**src/rtl/cache_pkg.sv**
```systemverilog
// ---------------------------------------------------------------------------
// cache_pkg
// Shared definitions for the cache block-fill logic: the fill state encoding
// and the block geometry used by cache_fill_fsm and fill_word_counter.
// A block is 16 bytes, or eight 16-bit words. A byte address splits into a
// 4-bit block offset, and bits [3:1] of that offset select the word.
// ---------------------------------------------------------------------------
package cache_pkg;

   typedef enum logic {
      IDLE = 1'b0,
      FILL = 1'b1
   } fill_state_t;

   localparam int BLOCK_OFFSET_W  = 4;
   localparam int WORD_IDX_W      = 3;
   localparam int WORDS_PER_BLOCK = 8;
   localparam int DATA_W          = 16;

   localparam logic [15:0] BLOCK_MASK = 16'hFFF0;

endpackage

```
**src/rtl/fill_word_counter.sv**
```systemverilog
// ---------------------------------------------------------------------------
// fill_word_counter
// A wrapping word-index counter within one cache block. The top level uses
// one instance for the request index and one for the receive index.
// Priority is clear, then load, then enable. The count wraps naturally from
// the last word back to word 0.
//
// Ports:
//   clk         in   system clock, rising edge
//   rst_n       in   asynchronous active-low reset
//   clear       in   synchronous clear to word 0
//   load        in   synchronous load of load_value
//   load_value  in   starting word index
//   enable      in   advance to the next word
//   count       out  current word index
// ---------------------------------------------------------------------------
module fill_word_counter
   import cache_pkg::*;
(
   input  logic                  clk,
   input  logic                  rst_n,
   input  logic                  clear,
   input  logic                  load,
   input  logic [WORD_IDX_W-1:0] load_value,
   input  logic                  enable,
   output logic [WORD_IDX_W-1:0] count
);

   // The index wraps modulo the block size, so a fill can start mid-block
   // and still visit every word exactly once.
   always_ff @(posedge clk or negedge rst_n) begin
      if (!rst_n) begin
         count <= '0;
      end else if (clear) begin
         count <= '0;
      end else if (load) begin
         count <= load_value;
      end else if (enable) begin
         count <= count + 1'b1;
      end
   end

endmodule

```
**src/rtl/cache_fill_fsm.sv**
```systemverilog
// ---------------------------------------------------------------------------
// cache_fill_fsm
// This is the responder side of the cache miss interface. When the arbiter
// reports a miss, the block fetches the 16-byte block that contains the
// missing address. It issues one read request per cycle and writes each
// returned word into the cache data array. The tag array is written together
// with the last word. fsm_busy stays high for the whole fill so the arbiter
// can stall the pipeline.
//
// Optional feature, enabled when CACHE_FILL_CRITICAL_WORD_FIRST_EN is
// defined: the requests start at the missing word and wrap within the block.
// Completion then comes from a count of returned words, and the extra output
// critical_word_valid pulses with the first returned word.
//
// Ports:
//   clk                  in   system clock, rising edge
//   rst_n                in   asynchronous active-low reset
//   miss_detected        in   level, high while a miss is pending
//   miss_address         in   byte address that missed
//   memory_data_valid    in   one pulse per returned read word, in order
//   memory_data          in   returned read data
//   fsm_busy             out  high while a fill is in progress (registered)
//   mem_read_en          out  read request, one word per cycle
//   memory_address       out  word address of the current request
//   write_data_array     out  data-array word write enable
//   write_tag_array      out  tag-array write enable, on the last word
//   fill_address         out  data-array word address for this write
//   fill_data            out  data-array write data
//   critical_word_valid  out  first returned word (optional feature only)
// ---------------------------------------------------------------------------
module cache_fill_fsm
   import cache_pkg::*;
#(
   parameter int ADDR_W          = 16,
   parameter int WORDS_PER_BLOCK = 8,
   parameter int MEM_LATENCY     = 4
) (
   input  logic              clk,
   input  logic              rst_n,
   input  logic              miss_detected,
   input  logic [ADDR_W-1:0] miss_address,
   input  logic              memory_data_valid,
   input  logic [DATA_W-1:0] memory_data,
   output logic              fsm_busy,
   output logic              mem_read_en,
   output logic [ADDR_W-1:0] memory_address,
   output logic              write_data_array,
   output logic              write_tag_array,
   output logic [ADDR_W-1:0] fill_address,
   output logic [DATA_W-1:0] fill_data
`ifdef CACHE_FILL_CRITICAL_WORD_FIRST_EN
   ,
   output logic              critical_word_valid
`endif
);

   localparam int CNT_W = WORD_IDX_W + 1;

   // The word counters and the address math assume the geometry in the
   // package. Memory latency is a property of the system; the fill only
   // counts returned words.
   if (WORDS_PER_BLOCK != cache_pkg::WORDS_PER_BLOCK) begin : g_bad_words
      $error("cache_fill_fsm: WORDS_PER_BLOCK must match cache_pkg");
   end
   if (ADDR_W != 16) begin : g_bad_addr
      $error("cache_fill_fsm: ADDR_W must be 16");
   end
   if (MEM_LATENCY < 1) begin : g_bad_latency
      $error("cache_fill_fsm: MEM_LATENCY must be at least 1");
   end

   fill_state_t             state;
   logic [ADDR_W-1:0]       base;
   logic [CNT_W-1:0]        req_issued;
   logic [WORD_IDX_W-1:0]   req_idx;
   logic [WORD_IDX_W-1:0]   rcv_idx;
   logic [WORD_IDX_W-1:0]   start_idx;
   logic                    req_active;
   logic                    rcv_accept;
   logic                    last_word;
   logic                    ctr_load;
   logic                    ctr_clear;
`ifdef CACHE_FILL_CRITICAL_WORD_FIRST_EN
   logic [CNT_W-1:0]        done_cnt;
`endif

   // The first word index of a fill. In critical-word-first mode it is the
   // missing word. Otherwise the fill always begins at word 0.
`ifdef CACHE_FILL_CRITICAL_WORD_FIRST_EN
   assign start_idx = miss_address[BLOCK_OFFSET_W-1:1];
`else
   assign start_idx = '0;
`endif

   // The counters are loaded with the start index on the edge that accepts a
   // miss. They are held at zero while no miss is pending.
   assign ctr_load   = (state == IDLE) && miss_detected;
   assign ctr_clear  = (state == IDLE) && !miss_detected;
   assign req_active = (state == FILL) && (req_issued < CNT_W'(WORDS_PER_BLOCK));
   assign rcv_accept = (state == FILL) && memory_data_valid;

   // In linear order the last word is always index 7. When the fill starts
   // mid-block the index no longer marks the end, so the returned words are
   // counted instead.
`ifdef CACHE_FILL_CRITICAL_WORD_FIRST_EN
   assign last_word = rcv_accept && (done_cnt == CNT_W'(WORDS_PER_BLOCK - 1));
`else
   assign last_word = rcv_accept && (rcv_idx == WORD_IDX_W'(WORDS_PER_BLOCK - 1));
`endif

   fill_word_counter u_req_counter (
      .clk        (clk),
      .rst_n      (rst_n),
      .clear      (ctr_clear),
      .load       (ctr_load),
      .load_value (start_idx),
      .enable     (req_active),
      .count      (req_idx)
   );

   fill_word_counter u_rcv_counter (
      .clk        (clk),
      .rst_n      (rst_n),
      .clear      (ctr_clear),
      .load       (ctr_load),
      .load_value (start_idx),
      .enable     (rcv_accept),
      .count      (rcv_idx)
   );

   // Fill sequencing. The block base is latched with the offset bits
   // stripped, so word addresses are formed by adding index*2 to the base.
   // That addition cannot carry out of the block. fsm_busy is registered
   // alongside the state so that it follows the state exactly.
   always_ff @(posedge clk or negedge rst_n) begin
      if (!rst_n) begin
         state      <= IDLE;
         fsm_busy   <= 1'b0;
         base       <= '0;
         req_issued <= '0;
`ifdef CACHE_FILL_CRITICAL_WORD_FIRST_EN
         done_cnt   <= '0;
`endif
      end else begin
         case (state)
            IDLE: begin
               if (miss_detected) begin
                  state      <= FILL;
                  fsm_busy   <= 1'b1;
                  base       <= miss_address & ADDR_W'(BLOCK_MASK);
                  req_issued <= '0;
`ifdef CACHE_FILL_CRITICAL_WORD_FIRST_EN
                  done_cnt   <= '0;
`endif
               end
            end
            FILL: begin
               if (req_active) begin
                  req_issued <= req_issued + 1'b1;
               end
`ifdef CACHE_FILL_CRITICAL_WORD_FIRST_EN
               if (rcv_accept) begin
                  done_cnt <= done_cnt + 1'b1;
               end
`endif
               if (last_word) begin
                  state    <= IDLE;
                  fsm_busy <= 1'b0;
               end
            end
            default: begin
               state    <= IDLE;
               fsm_busy <= 1'b0;
            end
         endcase
      end
   end

   // Request and write strobes are decoded from the registered state. Every
   // address and data output is forced to zero when its strobe is low, so an
   // idle or reset block drives nothing.
   always_comb begin
      mem_read_en      = 1'b0;
      memory_address   = '0;
      write_data_array = 1'b0;
      write_tag_array  = 1'b0;
      fill_address     = '0;
      fill_data        = '0;
      if (req_active) begin
         mem_read_en    = 1'b1;
         memory_address = base + ADDR_W'({req_idx, 1'b0});
      end
      if (rcv_accept) begin
         write_data_array = 1'b1;
         fill_address     = base + ADDR_W'({rcv_idx, 1'b0});
         fill_data        = memory_data;
      end
      write_tag_array = last_word;
   end

`ifdef CACHE_FILL_CRITICAL_WORD_FIRST_EN
   // The first returned word is the one the pipeline is waiting for.
   assign critical_word_valid = rcv_accept && (done_cnt == '0);
`endif

endmodule
```
**config.mk**
```make
export PLATFORM = sky130hd
export DESIGN_NAME = cache_fill_fsm
export DESIGN_NICKNAME = d
export VERILOG_FILES = /design/src/rtl/cache_pkg.sv /design/src/rtl/fill_word_counter.sv /design/src/rtl/cache_fill_fsm.sv
export SDC_FILE = /design/constraint.sdc
export NUM_CORES = 1
export LEC_CHECK = 0
export BUFFER_PORTS_ARGS = -buffer_cell sky130_fd_sc_hd__buf_2
export CORE_MARGIN = 10
export CORE_UTILIZATION = 43
export DETAILED_ROUTE_END_ITERATION = 16
export PLACE_DENSITY = 0.89
export SYNTH_ARGS = -nofsm -noshare
export SYNTH_HDL_FRONTEND = slang
export SYNTH_SLANG_ARGS = --single-unit
```
**constraint.sdc**
```tcl
create_clock -name clk -period 1.9 [get_ports clk]
set_clock_uncertainty 0.1 [all_clocks]
set_input_delay 0.475 -clock clk [delete_from_list [all_inputs] [get_ports clk]]
set_output_delay 0.475 -clock clk [all_outputs]
set_load 0.02 [all_outputs]
```
# [Word level (Yosys, flattened, before mapping)]
# Cells that the tools add are included.
[op_classes] reduce_logical=11 order_cmp=1 n_eq_ne=4 muxes=20 add_sub_neg=5 bitwise_logic=1
[ops] operator="$mux 16" count=3
[ops] operator="$add 16x4->16" count=2
[ops] operator="$mux 3" count=6
[ops] operator="$mux 4" count=2
[ops] operator="$pmux 4 s2" count=1
[ops] operator="$add 3x1->3 const B" count=2
[ops] operator="$mux 1" count=6
[ops] operator="$reduce_and 2->1" count=3
[ops] operator="$reduce_bool 3->1" count=2
[ops] operator="$logic_and 1x1->1" count=5
[ops] operator="$add 4x1->4 const B" count=1
[ops] operator="$lt 4x4->1 const B" count=1
[ops] operator="$ne 2x2->1 const B" count=2
[ops] operator="$pmux 1 s2" count=2
[ops] operator="$eq 3x3->1 const B" count=1
[ops] operator="$ne 2x1->1 const B" count=1
[ops] operator="$logic_not 1->1" count=1
[ops] operator="$not 1->1" count=1
[word_totals] ff_bits=24 elab_cells=48 out_inout_bits=52 inputBits=36

# [Depth between registers and ports, before layout]
# Gate-level depths: netlist of the first run.
[logic_depth] ltp_word=5 ltp_mapped=5 mapped_depth_nobuf=5

# [Hierarchy]
# Synthesis of the first run repeated with hierarchy kept, for this count alone.
[unflattened] cells_unflattened=139 hier_area_um2=1466.4
[by_module_without_submodules] module="cache_fill_fsm" instances=1 cells_per_inst=109 seq_area_each_um2=450.4 area_each_um2=1118.6
[by_module_without_submodules] module="fill_word_counter" instances=2 cells_per_inst=15 seq_area_each_um2=75.1 area_each_um2=173.9

# [Least setup slack after synthesis of the first run]
# OpenSTA, ideal clock, no wires.
[synth_path] path_type="in2out" startpoint="input memory_data_valid" endpoint="output fill_address[1]" arrival_time_ns=1.133 t_required_ns=1.325 path_stages=3 setup_slack_ns=0.192 n_path_buf=2 path_cell_list="buf_2 clkbuf_1 and3_1"
[synth_via] elab_chain_cells=2
[synth_lines] element="start, declared" line="cache_fill_fsm.sv:42" rtl="input logic memory_data_valid,"
[synth_lines] element="$logic_and 1x1->1" line="cache_fill_fsm.sv:100" rtl="assign rcv_accept = (state == FILL) && memory_data_valid;"
[synth_lines] element="$mux 16" line="cache_fill_fsm.sv:193" rtl="if (rcv_accept) begin"
[synth_lines] element="end, declared" line="cache_fill_fsm.sv:49" rtl="output logic [ADDR_W-1:0] fill_address,"
# No other way between the ends.

# [Worst setup path in the final report of the first run]
[layout_path] startpoint="register u_rcv_counter.count[1]" endpoint="output write_tag_array"
[layout_via] elab_chain_cells=2
[layout_lines] element="start, declared" line="fill_word_counter.sv:26" rtl="output logic [WORD_IDX_W-1:0] count"
[layout_lines] element="start signal, assigned" line="fill_word_counter.sv:37" rtl="count <= load_value;"
[layout_lines] element="start signal, assigned" line="fill_word_counter.sv:39" rtl="count <= count + 1'b1;"
[layout_lines] element="$eq 3x3->1" line="cache_fill_fsm.sv:108" rtl="assign last_word = rcv_accept && (rcv_idx == WORD_IDX_W'(WORDS_PER_BLOCK - 1));"
[layout_lines] element="$logic_and 1x1->1" line="cache_fill_fsm.sv:108"
[layout_lines] element="end, declared" line="cache_fill_fsm.sv:48" rtl="output logic write_tag_array,"
# No other way between the ends.

==> impl_metrics.yaml, run 1 <==
synthesis:
  synth_area_leaders: "dfrtp_1 41%, and3_1 14%, mux2_4 10%"
  yosys.area.top_type: "dfrtp_1"
  synth_top_family_by_area: "simple AND/OR/NAND/NOR gates"
  synth-seq-cells: 24
  yosys-top-cells-count: "32 x and3_1, 24 x dfrtp_1, 19 x and2_1, 10 x mux2_4, 7 x clkbuf_1"
  ys.flop_type: "dfrtp_1"
  ys_types: 26
  synth-compound-area-share: 0.0293
  yosysSeqAreaShare: 0.413
  yosysWarnings: 0
  synth_most_common_cell: "and3_1"
  synth_area_um2: 1450
  synth-xor-area-share: 0.0301
  syn_area_per_cell_um2: 10.8
  synth-edff-count: 0
  synth_top_cell_area_share: 0.413
  synthSimpleGateAreaFrac: 0.274
  netlist_instances: 135
  synth-adder-area-share: 0.0345
  synth-async-reset-ratio: 1.00
  muxShareOfSynthArea: 0.147
timing:
  grt_setup_unrepaired: "yes"
  slew-limit-headroom: 0.647
  setup_viol: 27
  finalMaxSlewViolations: 0
  fin_crit_sh: 1.03
  fin_crit_ns: 1.96
  tightest_slew_ns: 0.529
  max_freq_ghz: 0.510
  setup_ws_ns: -0.0597
  hold_violations: 0
  whs_ns: 0.0192
cts:
  clkTransAtPathRegs_ns: 0.13
  numCtsBuffers: 3
  clk_path_buf_depth: 2
  ctsRootBufferMaster: "clkbuf_4"
  cts-htree-levels: 1
  postCtsHoldBufs: 0
  clock_sinks: 24
  clk_latency_ns: 0.31
  tritoncts: "yes"
drt:
  firstDrtPassIters: 4
  viasPerCell: 5.05
  drc: 0
  drtIter0Drc: 43
  ant_nets: 0
  wire_per_inst_um: 18.9
  finalWirelength_um: 5020
  vias: 1343
grt:
  antenna_found_initial: 0
  grt_max_degree: 28
  grt_use_total: 0.125
  grt_pass1_wl_um: 6400
  grt_overflow: 0
  grt_pass1_vias: 1378
pwr:
  p_per_area_nw_per_um2: 1510
  internal-power_mw: 2.24
  p_sw_mw: 1.45
  p_comb_frac: 0.673
  power.clock.fraction: 0.059
  leakage_nw: 1.24
  peakVddDrop_uv: 991
  switching_share: 0.393
  p_total_mw: 3.68
  power_frac_seq: 0.268
finish:
  fin_nets: 262
  stdcell_count: 266
  seqCellArea_um2: 601
  utilization: 0.736
  multi_input_area_um2: 918
  num-fill-cells: 225
  area_growth_pct: 67.8
  antenna_cells: 0
  drive_gt1_frac: 0.677
placement:
  io_buffer_count: 81
  gp_congestion: 0.833
  hpwl_um: 3060
  dp.cells: 253
  post-place-ws_ns: 0.123
critical_path:
  r2r_slack_ns: 0.29
  r2r_cells: 3
  cp-start-kind: "flip-flop"
  end_kind: "output pin"
  timing.rr.end: "base[9]"
  path_max_fanout: 2
  rr_startpoint: "state"
  crit_arrival_ns: 1.38
  critical_path_class: "flip-flop to output pin"
  cp.required_ns: 1.32
outcome:
  failed_checks: "negative setup slack"
  status: "finished, violations left"
die:
  rows: 21
  boundaryPins: 88
  die_x_um: 78.1
  core_um2: 3310
  die_height_um: 78.1
  dieArea_um2: 6100
  start_util: 0.439
run:
  max_cap_viol_count: 0
worst_hold_path:
  hold_path_class: "input port to async pin"
## sequential cells by signal (all words and copies together) (netlist names)
register and flops:
base 12, req_issued 4, u_rcv_counter.count 3, u_req_counter.count 3, fsm_busy 1, state 1
## how the worst max path moves through the flow
stage                                 startpoint                to  slack, ns  cells after the start
after global placement         memory_data_valid  fill_address[15]       0.15                      4
final                     u_rcv_counter.count[1]   write_tag_array      -0.06                      4
after global routing      u_rcv_counter.count[1]   write_tag_array      -0.11                      4
after detailed placement       memory_data_valid  fill_address[15]       0.12                      4
after floorplan                memory_data_valid   fill_address[1]       0.19                      3
after CTS                 u_rcv_counter.count[0]   write_tag_array      -0.04                      4
## worst max-delay path, stage by stage (launching register included)
cell	delay [ns]
dfrtp_1	0.41
ha_2	0.21
ha_4	0.16
and3_4	0.17
buf_6	0.13
## per-stage QoR
stage | area [µm²] | setup TNS (ns)
3_3_place_gp | 1870 | 0
4_1_cts | 1960 | -0.0431
3_5_place_dp | 1870 | 0
2_1_floorplan | 1460 | 0
6_report | 2440 | -0.429
5_1_grt | 2440 | -1.82
## routing by layer
layer | up-vias | share of wire | wire, µm | GRT usage
li1 | 627 | - | - | -
met1 | 638 | 0.39 | 1980 | 0.131
met2 | 71 | 0.48 | 2420 | 0.206
met3 | 7 | 0.11 | 565 | 0.0786
met4 | 0 | 0.013 | 63 | 0.0323
met5 | - | 0 | 0 | 0
## power groups by stage
stage | registers, mW | clock network [mW] | logic, mW
detailed placement | 0.964 | 0 | 1.72
global route | 1.02 | 0.246 | 2.66
global placement | 0.956 | 0 | 1.67
finish | 0.986 | 0.218 | 2.48
CTS | 0.960 | 0.221 | 1.85
floorplan | 0.914 | 0 | 1.30
## layout by cell type, fill, tap and decap left out, drive strengths merged
cell type  instances
a31oi              1
inv                1
nor2b              4
clkbuf             5
nor2               5
buf               93
conb               2
mux2              13
ha                 4
xor2               1
nand2b             2
a22o               3
and3              32
dfrtp             24
and2              19
mux2i              3
nand2              2
xnor2              4
a21oi              2
## final cells by class
class,count,area share
flip-flops and latches,24,0.246
repair buffers,95,0.342
inverters,1,0.00154
well taps,46,0.0236
multi-input cells,97,0.377
clock buffers,3,0.00924
## logic make-up after synthesis
kind of cell,count (synthesis)
flops,24
xor+xnor,5
fa+ha+maj,4
mux,16
simple gates,64
other cells,1
buf+inv,15
compound gates,6
## timing repair
action,in CTS,in global routing
setup endpoints to repair,16,47
resized for setup,8,112
pin swaps,0,3
gates cloned,0,3
setup buffers,3,4
(Power assumes the default switching activity.)
==> run 2, diff against run 1 <==
Settings changed: ABC_AREA from default to 1, CTS_BUF_LIST from default to sky130_fd_sc_hd__clkbuf_4 sky130_fd_sc_hd__clkbuf_8 sky130_fd_sc_hd__clkbuf_16.
==> run 2 against run 1 <==
The flow still finishes with violations (negative setup slack). Worst hold slack lost 0.010 ns. First-iteration DRC count grew 72%. Critical path depth is the same. Clock power grew 3%. Non-clock buffer count grew 2. Highest routed layer unchanged. Die area shrank 0.83%. Critical endpoint is now fill_data[9]. Clock-buffer cell count is the same. Sequential cell count is the same.
==> impl_metrics.yaml, run 2 <==
synthesis:
  synth-async-reset-ratio: 1.00
  syn_area_per_cell_um2: 7.11
  yosys-top-cells-count: "48 x nor2_1, 41 x inv_1, 41 x nand2_1, 24 x dfrtp_1, 19 x nand3_1"
  synth_most_common_cell: "nor2_1"
  synth_top_cell_area_share: 0.418
  netlist_instances: 202
  synth_area_leaders: "dfrtp_1 42%, nor2_1 13%, inv_1 11%"
  synth_area_um2: 1440
  ys_types: 16
  yosys.area.top_type: "dfrtp_1"
  yosysSeqAreaShare: 0.418
  yosysWarnings: 0
  synth-edff-count: 0
  synth-seq-cells: 24
  ys.flop_type: "dfrtp_1"
drt:
  vias: 1576
  viasPerCell: 4.64
  drtIter0Drc: 74
  firstDrtPassIters: 4
  wire_per_inst_um: 13.8
  ant_nets: 0
  drc: 0
  finalWirelength_um: 4680
cts:
  clk_path_buf_depth: 2
  clock_sinks: 24
  clkTransAtPathRegs_ns: 0.13
  postCtsHoldBufs: 0
  cts-htree-levels: 1
  tritoncts: "yes"
  clk_latency_ns: 0.32
  ctsRootBufferMaster: "clkbuf_4"
  numCtsBuffers: 3
pwr:
  power_frac_seq: 0.296
  internal-power_mw: 1.63
  power.clock.fraction: 0.073
  leakage_nw: 1.31
  p_comb_frac: 0.631
  switching_share: 0.471
  peakVddDrop_uv: 703
  p_sw_mw: 1.45
  p_per_area_nw_per_um2: 1400
timing:
  max_freq_ghz: 0.514
  finalMaxSlewViolations: 0
  grt_setup_unrepaired: "yes"
  fin_crit_sh: 1.02
  setup_viol: 27
  setup_ws_ns: -0.0466
  fin_crit_ns: 1.95
  hold_violations: 0
  slew-limit-headroom: 0.648
  tightest_slew_ns: 0.527
  setup_tns_ns: -0.785
critical_path:
  crit_slowest_cell: "dfrtp_4"
  end_kind: "output pin"
  cp.required_ns: 1.32
  slowest_delay_ns: 0.55
  path_cells: "buf_6 -> nand2_8 -> nor2_1 -> buf_4"
  path_max_fanout: 16
  crit_arrival_ns: 1.37
  critical_path_class: "flip-flop to output pin"
  cp-start-kind: "flip-flop"
die:
  start_util: 0.459
  die_height_um: 77.8
  rows: 20
  core_um2: 3130
  dieArea_um2: 6050
  die_x_um: 77.8
  boundaryPins: 88
finish:
  stdcell_count: 340
  fin_nets: 337
  largest_register_ffs: 12
  area_growth_pct: 52.7
  num-fill-cells: 257
  reg_top3: "base: 12 flops, req_issued: 4 flops"
  mostFrequentLayoutCell: "buf_2"
  drive_gt1_frac: 0.407
  mostFrequentLayoutCells: "46 x buf_2, 41 x nor2_1, 41 x nand2_1"
  seqCellArea_um2: 604
  top_register: "base"
  multi_input_area_um2: 677
placement:
  hpwl_um: 3130
  dp.cells: 320
  gp_congestion: 0.757
  io_buffer_count: 81
grt:
  grt_pass1_wl_um: 6690
  grt_pass1_vias: 1513
  antenna_found_initial: 1
  grt_use_total: 0.130
  grt_max_degree: 33
  grt_overflow: 0
outcome:
  failed_checks: "negative setup slack"
  status: "finished, violations left"
worst_hold_path:
  hold_path_class: "input port to async pin"
run:
  max_cap_viol_count: 0
## run 2: final cells by class
cell class	instances	area share
multi-input combinational	128	0.309
timing repair buffer	97	0.303
sequential	24	0.276
inverter	43	0.0759
tap	44	0.0251
clock buffer	3	0.0103
antenna	1	0.00114
## run 2: worst max-delay path, delay by kind of cell (launching register included)
family	cells	cell delay (ns)
simple gates	2	0.18
flops	1	0.55
buf+inv	2	0.31
## run 2: what timing repair did
item / in CTS / in global routing
endpoints found under the setup margin: 49 / 49
pin swaps: 2 / 4
gates resized for setup: 9 / 61
cloned: 0 / 2
setup buffers: 5 / 9
## run 2: power by group through the flow
stage / clock network [mW] / logic [mW] / registers (mW)
final: 0.224 / 1.94 / 0.910
after global routing: 0.246 / 2.14 / 0.939
after CTS: 0.232 / 1.59 / 0.904
after detailed placement: 0 / 1.49 / 0.925
after global placement: 0 / 1.44 / 0.910
after floorplan: 0 / 1.09 / 0.887
## run 2: through the flow
step	hold slack [ns]	worst slack, ns	cell area (µm²)	power [mW]	utilization
CTS	0.0275	-0.00723	1910	2.73	0.610
detailed placement	0.364	0.127	1810	2.41	0.580
finish	0.00918	-0.0466	2190	3.08	0.701
global route	0.0586	-0.114	2190	3.32	0.701
floorplan	0.0794	0.320	1440	1.98	-
global placement	0.354	0.155	1810	2.35	0.580
## run 2: metal layers
layer | share of wire | global-route usage | vias up
met3 | 0.079 | 0.0518 | 7
met5 | 0 | 0 | -
met2 | 0.50 | 0.231 | 67
li1 | - | - | 776
met4 | 0.011 | 0.0383 | 0
met1 | 0.41 | 0.138 | 726
## run 2: cell families (layout without fill, tap and decap cells)
logic type / count (synthesis) / after routing / synth area share
flip-flops: 24 / 24 / 0.418
AND/OR/NAND/NOR: 112 / 114 / 0.330
adder cells (fa/ha/maj): 4 / 4 / 0.0348
buffers and inverters: 53 / 143 / 0.186
AO/OA/AOI/OAI: 8 / 8 / 0.0279
other: 1 / 3 / 0.00261
## run 2: final timing paths
path                                  start             to  slack (ns)  cells after the start
min                                   rst_n  req_issued[0]       0.009                      1
min in group clk           miss_address[10]       base[10]        0.28                      3
min reg2reg                         base[7]        base[7]        0.39                      2
max reg2reg                           state  req_issued[2]        0.32                      7
max                                   state   fill_data[9]       -0.05                      4
max in group asynchronous             rst_n          state        1.30                      1
==> run 3, diff against run 2 <==
Settings changed: TNS_END_PERCENT from default to 5.
==> run 3 against run 2 <==
The flow still finishes with violations (negative setup slack). Largest power group unchanged. Critical path depth unchanged. Die area unchanged. Fmax decreased by 0.50%. Utilization decreased by 0.44 points. Clock power about the same. Largest cell class is now non-clock buffers. Via count decreased by 1.4%. Final cell count unchanged. Design area decreased by 0.63%.
==> impl_metrics.yaml, run 3 (synthesized netlist as in run 2, its figures left out) <==
cts:
  ctsRootBufferMaster: "clkbuf_4"
  clkTransAtPathRegs_ns: 0.13
  cts-htree-levels: 1
  postCtsHoldBufs: 0
  clock_sinks: 24
  tritoncts: "yes"
  clk_path_buf_depth: 2
  clk_latency_ns: 0.31
  numCtsBuffers: 3
critical_path:
  end_kind: "output pin"
  r2r_cells: 7
  rr_startpoint: "state"
  path_cells: "buf_6 -> nand2_8 -> nor2_1 -> buf_2"
  critical_path_class: "flip-flop to output pin"
  r2r_slack_ns: 0.31
  slowest_delay_ns: 0.50
  timing.rr.end: "req_issued[2]"
  crit_slowest_cell: "dfrtp_4"
  crit_arrival_ns: 1.38
  cp-start-kind: "flip-flop"
  cp.required_ns: 1.32
  path_max_fanout: 16
pwr:
  leakage_nw: 1.31
  p_per_area_nw_per_um2: 1400
  peakVddDrop_uv: 702
drt:
  vias: 1554
  firstDrtPassIters: 4
  finalWirelength_um: 4610
  drtIter0Drc: 51
  ant_nets: 0
  drc: 0
  wire_per_inst_um: 13.5
  viasPerCell: 4.57
worst_hold_path:
  hold_path_class: "input port to async pin"
die:
  core_um2: 3130
  die_x_um: 77.8
  dieArea_um2: 6050
  rows: 20
  boundaryPins: 88
  die_height_um: 77.8
  start_util: 0.459
finish:
  area_growth_pct: 51.7
  largest_register_ffs: 12
  drive_gt1_frac: 0.407
  mostFrequentLayoutCells: "46 x buf_2, 41 x inv_1, 41 x nand2_1"
  mostFrequentLayoutCell: "buf_2"
  reg_top3: "base: 12 flops, req_issued: 4 flops"
  utilization: 0.697
  fin_nets: 337
  top_register: "base"
grt:
  antenna_found_initial: 1
  grt_pass1_vias: 1513
  grt_use_total: 0.130
  grt_max_degree: 33
  grt_pass1_wl_um: 6690
  grt_overflow: 0
timing:
  max_freq_ghz: 0.511
  tightest_slew_ns: 0.528
  finalMaxSlewViolations: 0
  grt_setup_unrepaired: "yes"
  fin_crit_ns: 1.96
  slew-limit-headroom: 0.648
  setup_viol: 24
  setup_ws_ns: -0.0564
  whs_ns: 0.0137
  hold_violations: 0
  fin_crit_sh: 1.03
placement:
  post-place-ws_ns: 0.127
  io_buffer_count: 81
  hpwl_um: 3130
  gp_congestion: 0.757
run:
  max_cap_viol_count: 0
outcome:
  failed_checks: "negative setup slack"
  status: "finished, violations left"
run 3: cell counts in the layout (fill, tap and decap cells not counted):
Identical to the previous run, type by type.
run 3: power by group:
group	leakage [nW]	total (mW)	switching, mW	internal (mW)
logic	1.01	1.93	1.13	0.802
registers	0.294	0.906	0.158	0.748
clock network	0.0138	0.222	0.148	0.0742
run 3: how the worst max path moves through the flow:
stage	cells past startpoint	start	end	slack, ns
floorplan	4	req_issued[3]	memory_address[10]	0.32
global placement	3	state	fill_address[1]	0.15
detailed placement	3	state	fill_address[1]	0.13
CTS	3	state	fill_address[1]	-0.007
global route	4	state	fill_data[7]	-0.11
finish	4	state	fill_data[7]	-0.06
run 3: per-stage QoR:
step           setup TNS (ns)  power, mW  cell area, µm²  instances
4_1_cts               -0.0136       2.73            1910        328
3_3_place_gp                0       2.35            1810        320
6_report               -0.533       3.06            2180        340
2_1_floorplan               0       1.98            1440        203
5_1_grt                 -2.44       3.30            2180        340
3_5_place_dp                0       2.41            1810        320
run 3: metal layers:
metal / routed length, µm / GRT usage
met1: 1850 / 0.138
met2: 2340 / 0.231
met3: 395 / 0.0518
met4: 14 / 0.0383
met5: 0 / 0
run 3: area by class of cell:
class / count / area [µm²]
clock buffer: 3 / 22.5
antenna: 1 / 2.50
inverter: 43 / 166
fill: 259 / 948
multi-input combinational: 128 / 659
sequential: 24 / 604
tap: 44 / 55.1
timing repair buffer: 97 / 669
run 3: what timing repair did:
action                                  in CTS  in global routing
gates resized for setup                      9                 59
buffers inserted                             5                  9
endpoints found under the setup margin      49                 49
pin swaps                                    2                  4
gates cloned                                 0                  2
run 3: worst max-delay path: cells and delay by family, from the launching register on:
kind          cells  cell delay [ns]
buf+inv           2             0.34
simple gates      2             0.23
flops             1             0.50
